## config.mk

```make
export PLATFORM = sky130hd
export DESIGN_NAME = rv_regfile_mp
export DESIGN_NICKNAME = d
export VERILOG_FILES = /design/src/rtl/rv_pkg.sv /design/src/rtl/rv_regfile_clr_seq.sv /design/src/rtl/rv_regfile_mp.sv
export SDC_FILE = /design/constraint.sdc
export NUM_CORES = 1
export LEC_CHECK = 0
export CAP_MARGIN = 20
export CORE_ASPECT_RATIO = 1.75
export CORE_MARGIN = 8
export CORE_UTILIZATION = 25
export CTS_BUF_LIST = sky130_fd_sc_hd__clkbuf_4 sky130_fd_sc_hd__clkbuf_8
export CTS_CLUSTER_SIZE = 12
export DETAILED_ROUTE_END_ITERATION = 7
export MAX_ROUTING_LAYER = met4
export PLACE_DENSITY_LB_ADDON = 0.12
export SLEW_MARGIN = 20
export SYNTH_ARGS = -nofsm -noshare
export SYNTH_HDL_FRONTEND = slang
export SYNTH_SLANG_ARGS = --single-unit
export TNS_END_PERCENT = 1
```

## constraint.sdc

```tcl
create_clock -name clk_i -period 11.9 [get_ports clk_i]
set_clock_uncertainty 0.15 [all_clocks]
set_input_delay 2.38 -clock clk_i [delete_from_list [all_inputs] [get_ports clk_i]]
set_output_delay 2.38 -clock clk_i [all_outputs]
set_load 0.02 [all_outputs]
```

## src/rtl/rv_pkg.sv

```systemverilog
// Shared defaults and clear-sequencer state type for the multi-port register file.
package rv_pkg;

  localparam int unsigned XLEN_DEFAULT  = 32;
  localparam int unsigned NREGS_DEFAULT = 32;

  typedef enum logic {
    RF_CLEAR,
    RF_READY
  } rf_state_e;

endpackage

```

## src/rtl/rv_regfile_clr_seq.sv

```systemverilog
// Clear sequencer: walks every entry once after reset, writing zero, then reports ready.
module rv_regfile_clr_seq
  import rv_pkg::*;
#(
  parameter int unsigned  NREGS = NREGS_DEFAULT,
  localparam int unsigned AW    = $clog2(NREGS)
) (
  input  logic          clk_i,
  input  logic          rst_i,
  output logic          clr_we_o,
  output logic [AW-1:0] clr_addr_o,
  output logic          ready_o
);

  rf_state_e     r_state;
  rf_state_e     w_state_next;
  logic [AW-1:0] r_cnt;
  logic [AW-1:0] w_cnt_next;

  always_ff @(posedge clk_i) begin
    if (rst_i) begin
      r_state <= RF_CLEAR;
      r_cnt   <= '0;
    end else begin
      r_state <= w_state_next;
      r_cnt   <= w_cnt_next;
    end
  end

  always_comb begin
    w_state_next = r_state;
    w_cnt_next   = r_cnt;
    clr_we_o     = 1'b0;
    ready_o      = 1'b0;
    unique case (r_state)
      RF_CLEAR: begin
        clr_we_o   = 1'b1;
        w_cnt_next = r_cnt + AW'(1);
        if (r_cnt == AW'(NREGS - 1)) begin
          w_state_next = RF_READY;
          w_cnt_next   = '0;
        end
      end
      RF_READY: ready_o = 1'b1;
      default:  w_state_next = RF_CLEAR;
    endcase
  end

  assign clr_addr_o = r_cnt;

endmodule

```

## src/rtl/rv_regfile_mp.sv

```systemverilog
// Multi-port integer register file with hardware clear, optional write->read bypass and
// optional registered read data.
module rv_regfile_mp
  import rv_pkg::*;
#(
  parameter int unsigned  XLEN     = XLEN_DEFAULT,
  parameter int unsigned  NREGS    = NREGS_DEFAULT,
  parameter int unsigned  NUM_RD   = 2,
  parameter int unsigned  NUM_WR   = 1,
  parameter int unsigned  ZERO_R0  = 1,
  parameter int unsigned  BYPASS   = 1,
  parameter int unsigned  READ_REG = 0,
  localparam int unsigned AW       = $clog2(NREGS)
) (
  input  logic                   clk_i,
  input  logic                   rst_i,
  output logic                   ready_o,
  input  logic [NUM_WR-1:0]      we_i,
  input  logic [NUM_WR*AW-1:0]   waddr_i,
  input  logic [NUM_WR*XLEN-1:0] wdata_i,
  input  logic [NUM_RD*AW-1:0]   raddr_i,
  output logic [NUM_RD*XLEN-1:0] rdata_o
);

  logic [XLEN-1:0]        r_mem [NREGS];
  logic                   w_clr_we;
  logic [AW-1:0]          w_clr_addr;
  logic                   w_ready;
  logic [NUM_RD*XLEN-1:0] w_rdata;
  logic [NUM_WR-1:0]      w_wr_ok;

  rv_regfile_clr_seq #(
    .NREGS (NREGS)
  ) u_clr_seq (
    .clk_i      (clk_i),
    .rst_i      (rst_i),
    .clr_we_o   (w_clr_we),
    .clr_addr_o (w_clr_addr),
    .ready_o    (w_ready)
  );

  assign ready_o = w_ready;

  // A write port is live only in READY and never targets x0 when it is hardwired.
  always_comb begin
    w_wr_ok = '0;
    for (int p = 0; p < NUM_WR; p++) begin
      w_wr_ok[p] = we_i[p] && w_ready &&
                   !((ZERO_R0 != 0) && (waddr_i[p*AW +: AW] == '0));
    end
  end

  // Later ports overwrite earlier ones in the loop, so the highest index wins.
  always_ff @(posedge clk_i) begin
    if (w_clr_we) begin
      r_mem[w_clr_addr] <= '0;
    end else if (!rst_i) begin
      for (int p = 0; p < NUM_WR; p++) begin
        if (w_wr_ok[p]) r_mem[waddr_i[p*AW +: AW]] <= wdata_i[p*XLEN +: XLEN];
      end
    end
  end

  always_comb begin
    w_rdata = '0;
    for (int r = 0; r < NUM_RD; r++) begin
      w_rdata[r*XLEN +: XLEN] = r_mem[raddr_i[r*AW +: AW]];
      if (BYPASS != 0) begin
        for (int p = 0; p < NUM_WR; p++) begin
          if (w_wr_ok[p] && (waddr_i[p*AW +: AW] == raddr_i[r*AW +: AW])) begin
            w_rdata[r*XLEN +: XLEN] = wdata_i[p*XLEN +: XLEN];
          end
        end
      end
      if (((ZERO_R0 != 0) && (raddr_i[r*AW +: AW] == '0)) || !w_ready) begin
        w_rdata[r*XLEN +: XLEN] = '0;
      end
    end
  end

  if (READ_REG != 0) begin : g_rd_reg
    logic [NUM_RD*XLEN-1:0] r_rdata;
    always_ff @(posedge clk_i) begin
      if (rst_i) r_rdata <= '0;
      else       r_rdata <= w_rdata;
    end
    assign rdata_o = r_rdata;
  end else begin : g_rd_comb
    assign rdata_o = w_rdata;
  end

endmodule
```

Word level (Yosys, flattened, before mapping) --
Memories as Yosys holds them, arrays and structs flattened. Index checks and enable logic that the tools add are counted. W data, S select, Z words.
Cells by class: bitwise operators 0, divide/modulo/power cells 0, add/sub/neg operators 1, shift-type cells 0, reduce and logical (&&, ||, !) cells 12, multiplexer cells 16, multipliers 0, $lt $le $gt $ge 0, equality and inequality tests 3
Operator list (number):
- $mux W32 | 5
- $reduce_or A32 Y1 | 1
- $logic_not A5 Y1 | 3
- $eq A5 B5 Y1 | 2
- $mux W5 | 2
- $mux W1 | 9
- $add A5 B1 Y5 const B | 1
- $eq A5 B5 Y1 const B | 1
- $logic_and A1 B1 Y1 | 4
- $logic_not A1 Y1 | 2
- $logic_or A1 B1 Y1 | 2
Storage, ports and cells: memories 1, output and inout port bits 65, flip-flop bits (word level) 6, memory bits (writable) 1024, latch bits 0, bits in read-only memories 0
Memories:
- r_mem | words 32, bits a word 32, read ports 2, clocked after Yosys merged registers in 0, wr ports 1, RTL line rv_regfile_mp.sv:25 | logic [XLEN-1:0] r_mem [NREGS];

Logic depth before layout (Yosys ltp) --
depth after elaboration 9, mapped depth 9, mapped depth without buffers 6

By module --
A second synthesis with hierarchy kept.
Unflattened totals: cell total of the unflattened synthesis 2718, area total of the unflattened synthesis 48751.8 um^2
By module, submodules not included:
- rv_regfile_mp | area each 48482.7 um^2, instances 1, cells each 2689
- rv_regfile_clr_seq | area each 269.0 um^2, instances 1, cells each 29

Least setup slack after synthesis --
OpenSTA, ideal clock, no wires.
path type input to output, start input port raddr_i[6], end output port rdata_o[46], cell stages on the path 8, buffers on the path 4, data required time 9370 ps, arrival time 4353 ps, path slack 5017 ps, path through clkbuf_1 -> buf_2 -> buf_2 -> buf_1 -> mux4_2 -> a211oi_1 -> a21oi_1 -> a221o_1
Between the ends: word-level cells in the longest chain between the ends 4, elaborated cells on any way between the ends 7, classes of those cells 1 x eq/ne; 2 x mux; 3 x reduce/logical; 1 x memory
Ends and longest elaborated chain:
- from (decl) | RTL line rv_regfile_mp.sv:21 | input logic [NUM_RD*AW-1:0] raddr_i,
- branches (longest 3 deep; another with $mem_v2 Z32 W32)
- $mux W32 * | RTL line rv_regfile_mp.sv:75 | if (((ZERO_R0 != 0) && (raddr_i[r*AW +: AW] == '0)) || !w_ready) begin
- to (decl) | RTL line rv_regfile_mp.sv:22 | output logic [NUM_RD*XLEN-1:0] rdata_o
Every way passes the cells marked *.

Worst setup path after layout --
start input port raddr_i[6], end output port rdata_o[37]
Same word-level chain as after synthesis.

==> run summary <==
outcome -> finished clean
Buffers on Ports -> 114
hold path depth -> 2
fill cell count -> 19400
vias in the first global route -> 32000
die area -> 211000 um^2
via count -> 29200
overall die height -> 602 um
number of flops mapped to enable cells by yosys -> 1024
GRT Overall Usage -> 0.177
post-CTS setup buffer count -> 0
slowest stage delay, CP -> 0.93 ns
layout cells sized above 1 -> 0.262
Hold WC Path Type -> flip-flop to flip-flop
minimum clock period -> 8.75 ns
sequential share of the synthesized area -> 0.630
first-pass GRT wire length -> 255 mm
R2R cell count -> 6
Critical Path RT -> 9.37 ns
RR Endpoint -> r_mem[6][22]
largest net degree at the start of global routing -> 89
fin. max-slew vios -> 0
later-pin clock latency in the skew report -> 0.86 ns
Post-Synthesis Cells -> 2696
post-DR vias/cell -> 5.25
core area -> 195000 um^2
nets@finish -> 2885
CTS Hold Bufs -> 0
Total Neg Setup Slack -> 0 ns
row count -> 215
RSZ-0062 raised after global routing -> no
clock root buffer -> clkbuf_8
DR WL/cell -> 33.3 um
Post-synth top cells -> edfxtp_1, mux4_2, mux2i_1, a21oi_1, a221oi_1
syn_nets -> 2748
Critical Path Source Type -> input port
main flop type after synthesis -> edfxtp_1
post-CTS resize count -> 0
Synth area leaders -> edfxtp_1, mux4_2, mux2i_1, a221oi_1, a21oi_1
CP cell instances -> buf_8 > nor2b_4 > buf_4 > a221oi_1 > a22oi_1 > a21oi_1 > a221o_1 > clkdlybuf4s50_1
# setup viols final -> 0
DRC -> 0
CTS tree -> done
Detail Placement HPWL -> 98.2 mm
synthesized flop and latch total -> 1030
FMAX -> 114 MHz
clk slew on worst S/H paths -> 0.06 ns
CP Class -> input port to output pin
mapped cell area -> 49000 um^2
drt total wl -> 185 mm
ys async rst share -> 0
Crit path arrival time -> 6.22 ns
initial antenna violation count -> 7
Reg2Reg Setup Slack -> 6.91 ns
Crit Path Max Fanout -> 45
Hold Path Origin -> u_clr_seq.clr_addr_o[3]
Final GP Congestion -> 0.744
Peak VDD IR -> 0.0000649 V
top cell type's share of synthesized area -> 0.628
DRT Pass-1 Iters -> 5
placed cells -> 5262
Synth area leader -> edfxtp_1
post-route ant nets -> 0
DR iter-0 viols -> 2305
final hold violation count -> 0
Crit-path slowest cell -> nor2b_4
Hold EP -> u_clr_seq.clr_addr_o[3]
pwr/cell area -> 135 nW/um^2
Rel. slew slack -> 0.210
clk buf depth -> 4
max cap viols -> 0
Layout area overhead -> 15.5%
Worst-Margin Slew -> 1.19 ns
static leakage -> 19.3 nW
Starting Density -> 0.251
chip width -> 351 um
CTS Buf Count -> 170
RR Startpoint -> u_clr_seq.r_state
Synth Warn # -> 0
I/O pins -> 115
GRT overflow -> 0
clock sink total -> 1030
Final Non-Filler Cells -> 5555
Critical Path Sink Type -> output pin
most common cell in the netlist -> edfxtp_1
fin crit share -> 0.735
H-tree Lvls -> 4
synthesized area per cell -> 18.2 um^2
Netlist cell types -> 43
==> area by class of cell <==
cell class | instances | area, um^2 | share of cell area
Clock buffer | 219 | 2740 | 0.0484
Timing Repair Buffer | 193 | 1860 | 0.0328
Sequential cell | 1030 | 30900 | 0.546
Antenna cell | 3 | 7.51 | 0.000133
Multi-Input combinational cell | 1432 | 17400 | 0.308
Tap cell | 2604 | 3260 | 0.0576
Inverter | 6 | 22.5 | 0.000398
Clock inverter | 68 | 387 | 0.00684
==> worst max path at each step <==
stage / startpoint / to / slack [ns] / depth (start not counted)
2_1_floorplan: raddr_i[6] / rdata_o[46] / 5.02 / 8
3_3_place_gp: raddr_i[6] / rdata_o[37] / 3.08 / 8
3_5_place_dp: raddr_i[6] / rdata_o[37] / 3.10 / 8
4_1_cts: raddr_i[6] / rdata_o[37] / 3.08 / 8
5_1_grt: raddr_i[6] / rdata_o[37] / 2.98 / 8
6_report: raddr_i[6] / rdata_o[37] / 3.15 / 8
==> sequential cells by signal, summed over array words and instances, names as in the netlist <==
register	count
r_mem	1024
u_clr_seq.r_state	1
u_clr_seq.clr_addr_o	5
==> layer usage <==
layer,up-vias,GRT usage,part of all wire
met1,15900,0.203,0.39
met4,0,0.0624,0.037
met3,369,0.0255,0.044
met5,-,-,0
li1,11900,-,-
met2,963,0.313,0.53
==> layout by cell type (no fill, tap or decap), types with 3 or more instances in the layout <==
cell type        count
buf_12               6
nor2b_1             73
mux4_2             384
clkdlybuf4s50_1    106
a221oi_1           128
bufinv_16            4
nand2_1              6
nand3_1              3
clkbuf_8           175
o21bai_1            64
a211oi_1            64
nand2b_1             4
dfxtp_1              6
diode_2              3
and2_1              20
buf_8                8
inv_1                4
clkbuf_4            44
edfxtp_1          1024
clkinv_1            52
xnor2_1             10
mux2i_1            328
a22oi_1             64
a221o_1             64
buf_4               71
clkinv_2            11
nor3_1               3
nor2_1              12
nor2_4              34
a21oi_1            132
and2_2              12
==> power by group <==
part           internal [W]  switching [W]  leakage, nW  total [W]
Clock               0.00158        0.00146         1.64    0.00304
Sequential          0.00397      0.0000146         11.0    0.00399
Combinational      0.000226       0.000354         6.68   0.000579
==> per-stage QoR <==
step	setup WS, ns	hold slack [ns]	power, W	util	area, um^2
floorplan	5.02	0.336	0.00443	-	49000
global placement	3.08	0.376	0.00465	0.273	53300
detailed placement	3.10	0.387	0.00466	0.273	53400
CTS	3.08	0.397	0.00774	0.289	56500
global route	2.98	0.424	0.00788	0.290	56500
finish	3.15	0.398	0.00761	0.290	56500
==> critical path, delay by kind of cell <==
kind / cells / cell delay (ns)
buffers and inverters: 3 / 1.67
AOI/OAI and AO/OA: 4 / 1.10
and+or+nand+nor: 1 / 0.93
==> kinds of logic (layout without fill, tap and decap cells) <==
| logic type | count (synthesis) | in the layout | share of synthesized area |
|---|---|---|---|
| AOI/OAI and AO/OA | 527 | 527 | 0.0819 |
| xor gates and xnor gates | 10 | 10 | 0.00179 |
| adders and majority gates | 2 | 2 | 0.000511 |
| buffers and inverters | 234 | 486 | 0.0211 |
| DFF | 1030 | 1030 | 0.630 |
| muxes | 714 | 714 | 0.244 |
| other | 0 | 3 | 0 |
| and+or+nand+nor | 179 | 179 | 0.0203 |
No activity file was read; power rests on OpenSTA's default activity.
